## config.mk

```make
export PLATFORM = sky130hd
export DESIGN_NAME = superpixel_scan_mapper
export DESIGN_NICKNAME = d
export VERILOG_FILES = /design/src/rtl/superpixel_scan_mapper_pkg.sv /design/src/rtl/superpixel_scan_mapper_axis.sv /design/src/rtl/superpixel_scan_mapper.sv
export SDC_FILE = /design/constraint.sdc
export NUM_CORES = 1
export LEC_CHECK = 0
export ABC_AREA = 1
export CORE_MARGIN = 2
export CORE_UTILIZATION = 50
export CTS_BUF_LIST = sky130_fd_sc_hd__clkbuf_4
export DETAILED_ROUTE_END_ITERATION = 16
export GPL_TIMING_DRIVEN = 0
export PLACE_DENSITY_LB_ADDON = 0.2
export SLEW_MARGIN = 10
export SYNTH_ARGS = -nofsm -noshare
export SYNTH_HDL_FRONTEND = slang
export SYNTH_SLANG_ARGS = --single-unit
```

## constraint.sdc

```tcl
create_clock -name clk -period 3.7 [get_ports clk]
set_input_delay 1.11 -clock clk [delete_from_list [all_inputs] [get_ports clk]]
set_output_delay 1.11 -clock clk [all_outputs]
set_load 0.01 [all_outputs]
```

## src/rtl/superpixel_scan_mapper_pkg.sv

```systemverilog
// Shared defaults and width helpers for the superpixel scan mapper.
// Widths are derived from counts, so a 1-value range still gets a 1-bit field.
package superpixel_scan_mapper_pkg;

    localparam int DEF_PIXEL_X_MAX = 640;
    localparam int DEF_PIXEL_Y_MAX = 480;
    localparam int DEF_SCALE_X     = 10;
    localparam int DEF_SCALE_Y     = 10;

    function automatic int clog2_min1(input int v);
        return (v <= 2) ? 1 : $clog2(v);
    endfunction

    function automatic int ceil_div(input int a, input int b);
        return (a + b - 1) / b;
    endfunction

endpackage

```

## src/rtl/superpixel_scan_mapper_axis.sv

```systemverilog
// One scan axis: pixel, sub-offset, superpixel index and the superpixel's clamped pixel bounds.
// cur_* is the position of the element consumed this cycle; clr forces it to 0 before advancing.
module superpixel_scan_mapper_axis
    import superpixel_scan_mapper_pkg::*;
#(
    parameter int LEN   = 640,
    parameter int SCALE = 10,
    localparam int PX_W = clog2_min1(LEN),
    localparam int SC_W = clog2_min1(SCALE),
    localparam int SP_W = clog2_min1(ceil_div(LEN, SCALE))
) (
    input  logic            clk,
    input  logic            rst,
    input  logic            clr,
    input  logic            adv,
    output logic [PX_W-1:0] cur_px,
    output logic [SC_W-1:0] cur_sub,
    output logic [SP_W-1:0] cur_sp,
    output logic [PX_W-1:0] cur_tl,
    output logic [PX_W-1:0] cur_br,
    output logic            wrap
);

    localparam int AW = PX_W + 1;
    localparam logic [PX_W-1:0] LAST_PX  = PX_W'(LEN - 1);
    localparam logic [SC_W-1:0] LAST_SUB = SC_W'(SCALE - 1);
    localparam logic [PX_W-1:0] BR0      = PX_W'(((SCALE < LEN) ? SCALE : LEN) - 1);

    logic [PX_W-1:0] px_q, px_d, tl_q, tl_d, br_q, br_d;
    logic [SC_W-1:0] sub_q, sub_d;
    logic [SP_W-1:0] sp_q, sp_d;
    logic [AW-1:0]   tl_next, br_next;

    always_comb begin
        cur_px  = clr ? '0  : px_q;
        cur_sub = clr ? '0  : sub_q;
        cur_sp  = clr ? '0  : sp_q;
        cur_tl  = clr ? '0  : tl_q;
        cur_br  = clr ? BR0 : br_q;
        wrap    = adv && (cur_px == LAST_PX);
        // One extra bit so the unclamped right edge can be compared against LEN-1.
        tl_next = {1'b0, cur_tl} + AW'(SCALE);
        br_next = tl_next + AW'(SCALE - 1);
        px_d    = cur_px;
        sub_d   = cur_sub;
        sp_d    = cur_sp;
        tl_d    = cur_tl;
        br_d    = cur_br;
        if (adv) begin
            if (cur_px == LAST_PX) begin
                px_d  = '0;
                sub_d = '0;
                sp_d  = '0;
                tl_d  = '0;
                br_d  = BR0;
            end else begin
                px_d = cur_px + PX_W'(1);
                if (cur_sub == LAST_SUB) begin
                    sub_d = '0;
                    sp_d  = cur_sp + SP_W'(1);
                    tl_d  = tl_next[PX_W-1:0];
                    br_d  = (br_next > AW'(LEN - 1)) ? LAST_PX : br_next[PX_W-1:0];
                end else begin
                    sub_d = cur_sub + SC_W'(1);
                end
            end
        end
    end

    always_ff @(posedge clk) begin
        if (rst) begin
            px_q  <= '0;
            sub_q <= '0;
            sp_q  <= '0;
            tl_q  <= '0;
            br_q  <= BR0;
        end else begin
            px_q  <= px_d;
            sub_q <= sub_d;
            sp_q  <= sp_d;
            tl_q  <= tl_d;
            br_q  <= br_d;
        end
    end

endmodule

```

## src/rtl/superpixel_scan_mapper.sv

```systemverilog
// Streaming pixel-to-superpixel mapper: X axis advances per accepted pixel, Y axis per X wrap.
// Handshake: a pixel is consumed on any cycle with i_de=1 (no backpressure); o_valid marks the cycle after.
module superpixel_scan_mapper
    import superpixel_scan_mapper_pkg::*;
#(
    parameter int PIXEL_X_MAX = DEF_PIXEL_X_MAX,
    parameter int PIXEL_Y_MAX = DEF_PIXEL_Y_MAX,
    parameter int SCALE_X     = DEF_SCALE_X,
    parameter int SCALE_Y     = DEF_SCALE_Y,
    localparam int SPIXEL_X_MAX = ceil_div(PIXEL_X_MAX, SCALE_X),
    localparam int SPIXEL_Y_MAX = ceil_div(PIXEL_Y_MAX, SCALE_Y),
    localparam int SPX_W = clog2_min1(SPIXEL_X_MAX),
    localparam int SPY_W = clog2_min1(SPIXEL_Y_MAX),
    localparam int SCX_W = clog2_min1(SCALE_X),
    localparam int SCY_W = clog2_min1(SCALE_Y),
    localparam int PX_W  = clog2_min1(PIXEL_X_MAX),
    localparam int PY_W  = clog2_min1(PIXEL_Y_MAX)
) (
    input  logic             clk,
    input  logic             rst,
    input  logic             i_frame_start,
    input  logic             i_de,
    output logic             o_valid,
    output logic [SPX_W-1:0] o_sp_x,
    output logic [SPY_W-1:0] o_sp_y,
    output logic [SCX_W-1:0] o_sub_x,
    output logic [SCY_W-1:0] o_sub_y,
    output logic [PX_W-1:0]  o_tlx,
    output logic [PY_W-1:0]  o_tly,
    output logic [PX_W-1:0]  o_brx,
    output logic [PY_W-1:0]  o_bry,
    output logic             o_sp_first,
    output logic             o_sp_last,
    output logic             o_grid,
    output logic             o_overrun
);

    logic accept;
    logic [PX_W-1:0]  x_px, x_tl, x_br;
    logic [SCX_W-1:0] x_sub;
    logic [SPX_W-1:0] x_sp;
    logic             x_wrap;
    logic [PY_W-1:0]  y_px, y_tl, y_br;
    logic [SCY_W-1:0] y_sub;
    logic [SPY_W-1:0] y_sp;
    logic             y_wrap;

    logic             valid_q, valid_d, first_q, first_d, last_q, last_d, grid_q, grid_d;
    logic             overrun_q, overrun_d, frame_done_q, frame_done_d, rst_hold_q, rst_hold_d;
    logic [SPX_W-1:0] sp_x_q, sp_x_d;
    logic [SPY_W-1:0] sp_y_q, sp_y_d;
    logic [SCX_W-1:0] sub_x_q, sub_x_d;
    logic [SCY_W-1:0] sub_y_q, sub_y_d;
    logic [PX_W-1:0]  tlx_q, tlx_d, brx_q, brx_d;
    logic [PY_W-1:0]  tly_q, tly_d, bry_q, bry_d;

    superpixel_scan_mapper_axis #(.LEN(PIXEL_X_MAX), .SCALE(SCALE_X)) u_axis_x (
        .clk(clk), .rst(rst), .clr(i_frame_start), .adv(accept),
        .cur_px(x_px), .cur_sub(x_sub), .cur_sp(x_sp), .cur_tl(x_tl), .cur_br(x_br), .wrap(x_wrap)
    );

    superpixel_scan_mapper_axis #(.LEN(PIXEL_Y_MAX), .SCALE(SCALE_Y)) u_axis_y (
        .clk(clk), .rst(rst), .clr(i_frame_start), .adv(x_wrap),
        .cur_px(y_px), .cur_sub(y_sub), .cur_sp(y_sp), .cur_tl(y_tl), .cur_br(y_br), .wrap(y_wrap)
    );

    always_comb begin
        // The cycle right after reset is blocked too, so no pixel shows up one cycle out of reset.
        accept     = i_de && !rst_hold_q;
        rst_hold_d = 1'b0;
        valid_d    = accept;
        sp_x_d     = sp_x_q;
        sp_y_d     = sp_y_q;
        sub_x_d    = sub_x_q;
        sub_y_d    = sub_y_q;
        tlx_d      = tlx_q;
        tly_d      = tly_q;
        brx_d      = brx_q;
        bry_d      = bry_q;
        first_d    = first_q;
        last_d     = last_q;
        grid_d     = grid_q;
        if (accept) begin
            sp_x_d  = x_sp;
            sp_y_d  = y_sp;
            sub_x_d = x_sub;
            sub_y_d = y_sub;
            tlx_d   = x_tl;
            tly_d   = y_tl;
            brx_d   = x_br;
            bry_d   = y_br;
            first_d = (x_sub == '0) && (y_sub == '0);
            last_d  = (x_px == x_br) && (y_px == y_br);
            grid_d  = (x_sub == '0) || (y_sub == '0) || (x_px == x_br) || (y_px == y_br);
        end
        // A pixel arriving after the last line of a frame, with no new frame_start, is an overrun.
        frame_done_d = (!i_frame_start && frame_done_q) || y_wrap;
        overrun_d    = !i_frame_start && (overrun_q || (accept && frame_done_q));
    end

    always_ff @(posedge clk) begin
        if (rst) begin
            valid_q      <= 1'b0;
            sp_x_q       <= '0;
            sp_y_q       <= '0;
            sub_x_q      <= '0;
            sub_y_q      <= '0;
            tlx_q        <= '0;
            tly_q        <= '0;
            brx_q        <= '0;
            bry_q        <= '0;
            first_q      <= 1'b0;
            last_q       <= 1'b0;
            grid_q       <= 1'b0;
            overrun_q    <= 1'b0;
            frame_done_q <= 1'b0;
            rst_hold_q   <= 1'b1;
        end else begin
            valid_q      <= valid_d;
            sp_x_q       <= sp_x_d;
            sp_y_q       <= sp_y_d;
            sub_x_q      <= sub_x_d;
            sub_y_q      <= sub_y_d;
            tlx_q        <= tlx_d;
            tly_q        <= tly_d;
            brx_q        <= brx_d;
            bry_q        <= bry_d;
            first_q      <= first_d;
            last_q       <= last_d;
            grid_q       <= grid_d;
            overrun_q    <= overrun_d;
            frame_done_q <= frame_done_d;
            rst_hold_q   <= rst_hold_d;
        end
    end

    assign o_valid    = valid_q;
    assign o_sp_x     = sp_x_q;
    assign o_sp_y     = sp_y_q;
    assign o_sub_x    = sub_x_q;
    assign o_sub_y    = sub_y_q;
    assign o_tlx      = tlx_q;
    assign o_tly      = tly_q;
    assign o_brx      = brx_q;
    assign o_bry      = bry_q;
    assign o_sp_first = first_q;
    assign o_sp_last  = last_q;
    assign o_grid     = grid_q;
    assign o_overrun  = overrun_q;

endmodule

```

==> summary.md <==
| Metric | Value |
|---|---|
| HPWL Detailed | `14.63 mm` |
| Critical hold path startpoint | `o_sub_x[3]` |
| TNS Setup | `0 ps` |
| CTS tree | `yes` |
| Required @ worst endpoint | `4200 ps` |
| CTS Sinks | `142` |
| Synth Instances | `974` |
| Post-synthesis sequential area ratio | `39.87%` |
| Synth Flop Type | `dfxtp_1` |
| Worst R2R Setup Slack | `1300 ps` |
| Tcrit/Tclk final | `93.42%` |
| Die X | `123.4 um` |
| Multi-input logic area | `3588 um2` |
| Via Count | `6718` |
| First-pass GRT wire length | `31.89 mm` |
| RSZ-0062 raised after global routing | `no` |
| Antenna Diode Count | `0` |
| Final min period | `3457 ps` |
| Post-DRT Antenna Nets | `0` |
| Drt drc | `0` |
| Ports | `67` |
| Critical R2R Launch | `u_axis_y.sub_q[1]` |
| Fill count | `1365` |
| Worst Path Buf+Inv | `5` |
| Dpl cell area | `8005 um2` |
| F_max | `289.3 MHz` |
| Syn_nets | `995` |
| Crit-path slowest cell | `buf_2` |
| Layout area overhead | `16.57%` |
| Die Area | `15230 um2` |
| Worst slew margin | `44.32%` |
| Seq. cell area | `2843 um2` |
| Outcome | `finished clean` |
| Critical path peak fanout | `19` |
| Yosys top cell area share | `39.87%` |
| PD cells | `353.3 nW/um2` |
| Initial DRC Count | `483` |
| IR drop worst, VDD | `364.4 uV` |
| #FFs+latches synth | `142` |
| Number of global-route vias before repair | `6356` |
| Avg WL per Cell | `15.99 um` |
| Grt ovf | `0` |
| Setup bufs post-CTS | `0` |
| Synth Cell Area | `7129 um2` |
| Hold-fix buffers, CTS | `0` |
| Clk_lat worst skew | `550 ps` |
| Synth cell types | `52` |
| Final WL | `19.98 mm` |
| First drt pass iteration count | `5` |
| CTS clk-pin slew, worst paths | `120 ps` |
| Routed vias/inst | `5.379` |
| Kind of critical path | `in -> reg` |
| Commonest non-fill, non-tap cells in the layout | `163 x nand2_1, 142 x dfxtp_1, 112 x inv_1` |
| Post-synth ARST share | `0%` |
| Post-synth EDFFs | `0` |
| Synth area leader | `dfxtp_1` |
| Hold Path Class | `reg -> reg` |
| Max incr delay on CP | `460 ps` |
| Root Driver | `clkbuf_4` |
| GP Congestion | `0.9663` |
| Placed insts | `1219` |
| GRT Overall Usage | `27.42%` |
| Final Skew | `14.72 ps` |
| Die H | `123.4 um` |
| CP arrival | `3950 ps` |
| Non-Filler Instances | `1249` |
| Number of port buffers | `65` |
| H-tree depth | `4` |
| Crit end category | `register` |
| Largest net degree at the start of global routing | `20` |
| Cell area after layout | `8310 um2` |
| Nets | `1078` |
| Top cells by area, synth | `dfxtp_1 40%, nand2_1 8.6%, a21oi_1 7.7%` |
| Core area | `13880 um2` |
| Finish-stage setup viols | `0` |
| Starting density of the core | `51.36%` |
| Fraction of layout instances using a drive strength above 1 | `10.57%` |
| Slew at the pin with the worst max-slew slack | `835.2 ps` |
| Yosys warnings | `0` |
| CP Launch Point | `i_frame_start` |
| Leakage power | `3.345 nW` |
| Max Cap Viol | `0` |
| CP top delay family | `buffers and inverters` |
| Critical path cell sequence | `buf_6 > buf_4 > buf_2 > nor2_1 > ha_1 > nand3_1 > clkinv_1 > nand2_1 > clkbuf_2 > o21ai_0 > a21oi_1` |
| Longest Clk Path Bufs | `2` |
| Total CTS buffers | `17` |
| Critical path launch point type | `input port` |
| Mean Syn Cell Area | `7.320 um2` |
| Max-slew violations | `0` |
| Row Count | `43` |
| Final Hold Violating Endpoints | `0` |
| Initial antenna violation count | `0` |
| Most common cell after layout, fill and taps aside | `nand2_1` |
layer usage:
layer	wire length (um)	GRT usage (%)	up-vias
met3	1115	5.673	33
met2	9374	44.81	181
li1	-	-	3387
met5	0	0	-
met1	8985	35.77	3117
met4	499	9.943	0
cell usage after synthesis, drive strengths merged (11+ instances only):
master and n:
xor2 11, nand2 185, o22ai 13, inv 124
nor3 13, buf 13, ha 17, nand3 58
dfxtp 142, o21ai 95, nand4 12, nor2 111
clkbuf 29, a21oi 110
area by class of cell:
| type | count | share of cell area, % |
|---|---|---|
| Multi-Input combinational cell | 665 | 43.18 |
| Sequential cell | 142 | 34.21 |
| Timing Repair Buffer | 65 | 7.829 |
| Inverter | 125 | 5.736 |
| Tap cell | 180 | 2.710 |
| Buffer | 41 | 2.635 |
| Clock inverter | 13 | 2.078 |
| Clock buffer | 18 | 1.626 |
worst paths after layout:
kind                            depth (start not counted)                to
worst max-delay path                                   11  u_axis_y.tl_q[7]
worst max register to register                         10  u_axis_y.tl_q[7]
worst min-delay path                                    2        o_sub_x[3]
worst min register to register                          2        o_sub_x[3]
flip-flops by register name (all words and copies together) (netlist names), 6 cells and up:
register	cells
u_axis_x.sp_q	6
o_tlx	10
o_brx	10
u_axis_y.br_q	9
u_axis_y.sp_q	6
u_axis_x.br_q	10
o_sp_x	6
o_sp_y	6
o_tly	9
o_bry	9
u_axis_y.tl_q	9
u_axis_y.px_q	9
u_axis_x.tl_q	10
u_axis_x.px_q	10
timing repair:
| action | CTS | global route |
|---|---|---|
| cloned | 0 | 0 |
| pin swaps | 0 | 0 |
| endpoints found under the setup margin | 24 | 3 |
| gates resized for setup | 0 | 2 |
cell families after synthesis:
logic type	after synthesis	synth area share, %
adder cells (fa/ha/maj)	17	2.983
AND/OR/NAND/NOR	395	27.20
buffers and inverters	167	9.793
AO/OA/AOI/OAI	238	17.99
flip-flops	142	39.87
XOR/XNOR	15	2.159
worst min-delay path: stages, from the launching register on:
cell	delay [ps]
dfxtp_1	330
nand2_1	60
a21oi_1	50
where the power goes:
group | internal (W) | switching [W]
registers | 0.00157 | 0.0000177
logic | 0.0000994 | 0.000152
clock network | 0.000532 | 0.000569
metrics by stage:
step           hold slack [ps]  setup slack [ps]  util, %  power, W
4_1_cts                  475.9             113.6    59.86  0.002946
2_1_floorplan            447.9             248.8        -  0.001741
3_5_place_dp             459.3             -1043    57.67  0.001869
6_report                 471.6             243.5    59.87  0.002936
5_1_grt                  489.4             100.8    59.87  0.003033
3_3_place_gp             450.9             -1065    57.67  0.001868
Power figures use the tool's default switching activity.
==> patch, RTL diff (config.mk and constraints unchanged) <==
`px_q`, `sp_q` and `tl_q` no longer have a reset.
--- a/src/rtl/superpixel_scan_mapper_axis.sv
+++ b/src/rtl/superpixel_scan_mapper_axis.sv
@@ -69,19 +69,19 @@
 
     always_ff @(posedge clk) begin
         if (rst) begin
-            px_q  <= '0;
             sub_q <= '0;
-            sp_q  <= '0;
-            tl_q  <= '0;
             br_q  <= BR0;
         end else begin
-            px_q  <= px_d;
             sub_q <= sub_d;
-            sp_q  <= sp_d;
-            tl_q  <= tl_d;
             br_q  <= br_d;
         end
     end
 
+    always_ff @(posedge clk) begin
+        px_q <= px_d;
+        sp_q <= sp_d;
+        tl_q <= tl_d;
+    end
+
 endmodule
 
Behaviour: no difference found for any inputs over 10 cycles, from zero or initial values and one cycle with rst high; that may be too few to reach the edited logic, so the function may still have changed.
==> patch against the original RTL <==
Utilization decreased by 0.69 points; setup slack improved by 54 ps; count of clock-buffer cells in the layout unchanged; fmax grew 1.6%; sequential cell count is the same; total power fell by 6.0%; clock power decreased by 15%; critical path type unchanged; synthesized area down 0.61%; final cell count grew 0.40%; routed wire length is 3.6% higher; cell area decreased by 1.1%; combinational power shrank 7%.
==> patch: results (changes against the original RTL) <==
Outcome
  • Run status: complete, no violations

Route
  • DRT iter0 DRCs: 651 (+35%)
  • DRT Wirelength: 20.7 mm (+3.6%)
  • Total iterations of the first detailed-routing run: 6 (+1)
  • Vias: 6814 (+1.4%)

Synth
  • Register area share after synthesis: 40.1% (+0.25 points)
  • Post-synthesis cell type count: 46 (-12%)
  • Top cells by area, synth: dfxtp_1 (40%), nand2_1 (8.8%), a21oi_1 (6.6%)
  • YS warnings: 0 (unchanged)
  • Net Count, Synth: 998 (+0.30%)
  • Top cells by count, synth: nand2_1 (167), dfxtp_1 (142), inv_1 (111)

Pwr
  • VDD IR max: 0.226 mV (-38%)
  • NetSw: 0.763 mW (+3.4%)
  • P_leak: 3.33 nW (-0.39%)
  • PnR Total Power: 2.76 mW (-6.0%)

Placed design
  • Detailed placement HPWL: 15.2 mm (+4.0%)
  • Placed inst area: 0.00796 sq mm (-0.55%)
  • Final GP Congestion: 0.951 (-1.6%)

Setup path
  • CP arrival: 3850 ps (-100 ps)
  • Reg2reg path depth: 10 (unchanged)
  • Worst-path fanout max: 19 (unchanged)

Clocking
  • Root buf cell: clkbuf_4
  • Worst-path clk slew: 120 ps (about the same)
  • Skew-Pair Late Insertion Delay: 580 ps (+30 ps)

Global routing
  • First-pass GRT wire length: 32.8 mm (+2.8%)
  • GRT Total Usage: 28.6% (+1.2 points)
  • Largest net degree at the start of global routing: 20 (unchanged)
  • Initial antenna violation count: 1 (+1)
  • Vias in the first global route: 6325 (-0.49%)

Finish
  • Final #Nets: 1080 (+0.19%)
  • Share of cells above drive strength 1: 12.0% (+1.5 points)

Timing
  • Clock skew: 25.2 ps (+10.5 ps)
  • Worst Max-Slew Pin Slew: 783 ps (-52.6 ps)
[patch: cells by family after synthesis]
logic type                 after synthesis  share of synthesized area, %
and+or+nand+nor                        409                          27.4
AOI/OAI and AO/OA                      227                          18.0
DFF                                    142                          40.1
xor gates and xnor gates                15                          1.85
muxes                                    1                         0.141
buffers and inverters                  168                          9.69
adders and majority gates               16                          2.83
[patch: path summary, 6_finish.rpt]
kind                     from               end  slack (ps)
min                 o_sp_x[0]         o_sp_x[0]         480
max             i_frame_start  u_axis_x.br_q[3]         300
max reg2reg  u_axis_y.px_q[0]  u_axis_y.px_q[7]        1260
min reg2reg         o_sp_x[0]         o_sp_x[0]         480
[patch: cell type report]
class	instances	area (sq um)
Fill cell	1364	5670
Multi-Input combinational cell	668	3560
Clock buffer	18	135
Sequential cell	142	2840
Buffer	39	196
Clock inverter	14	120
Antenna cell	1	2.50
Timing Repair Buffer	65	651
Inverter	127	482
Tap cell	180	225
[patch: through the flow]
stage | hold WS [ps] | utilization [%] | worst slack (ps) | instances
finish | 476 | 59.2 | 297 | 1254
global route | 507 | 59.2 | 99.5 | 1254
CTS | 476 | 59.2 | 52.1 | 1254
detailed placement | 459 | 57.4 | -785 | 1223
global placement | 457 | 57.4 | -766 | 1223
floorplan | 454 | - | 190 | 978
[patch: power groups by stage]
stage	logic [mW]	clock network, mW	registers, mW
floorplan	0.0949	0	1.64
global placement	0.233	0	1.62
detailed placement	0.234	0	1.62
CTS	0.234	0.947	1.59
global route	0.253	1.01	1.59
finish	0.234	0.940	1.59
[patch: worst max-delay path, cell delays in order]
cell and delay (ps):
buf_6 140, inv_6 80, buf_12 160, buf_6 180, buf_6 240, nand2_1 160, inv_1 140, ha_1 150
inv_1 60, nor3_2 370, inv_1 240, nor2_2 250, inv_2 140, nor3_1 190, nand2_1 90, nand3_1 70
nand2_1 50
[patch: layer usage]
| metal | vias up | wire length, um | part of all wire, % | GRT usage (%) |
|---|---|---|---|---|
| met3 | 35 | 1190 | 5.7 | 6.41 |
| li1 | 3382 | - | - | - |
| met1 | 3200 | 9200 | 44 | 36.8 |
| met2 | 197 | 9980 | 48 | 48.2 |
| met4 | 0 | 321 | 1.6 | 7.81 |
| met5 | - | 0 | 0 | 0 |
[patch: timing repair]
item | in CTS | in global routing
setup endpoints to repair | 14 | 9
resized for setup | 1 | 0
hold buffers | 0 | 0
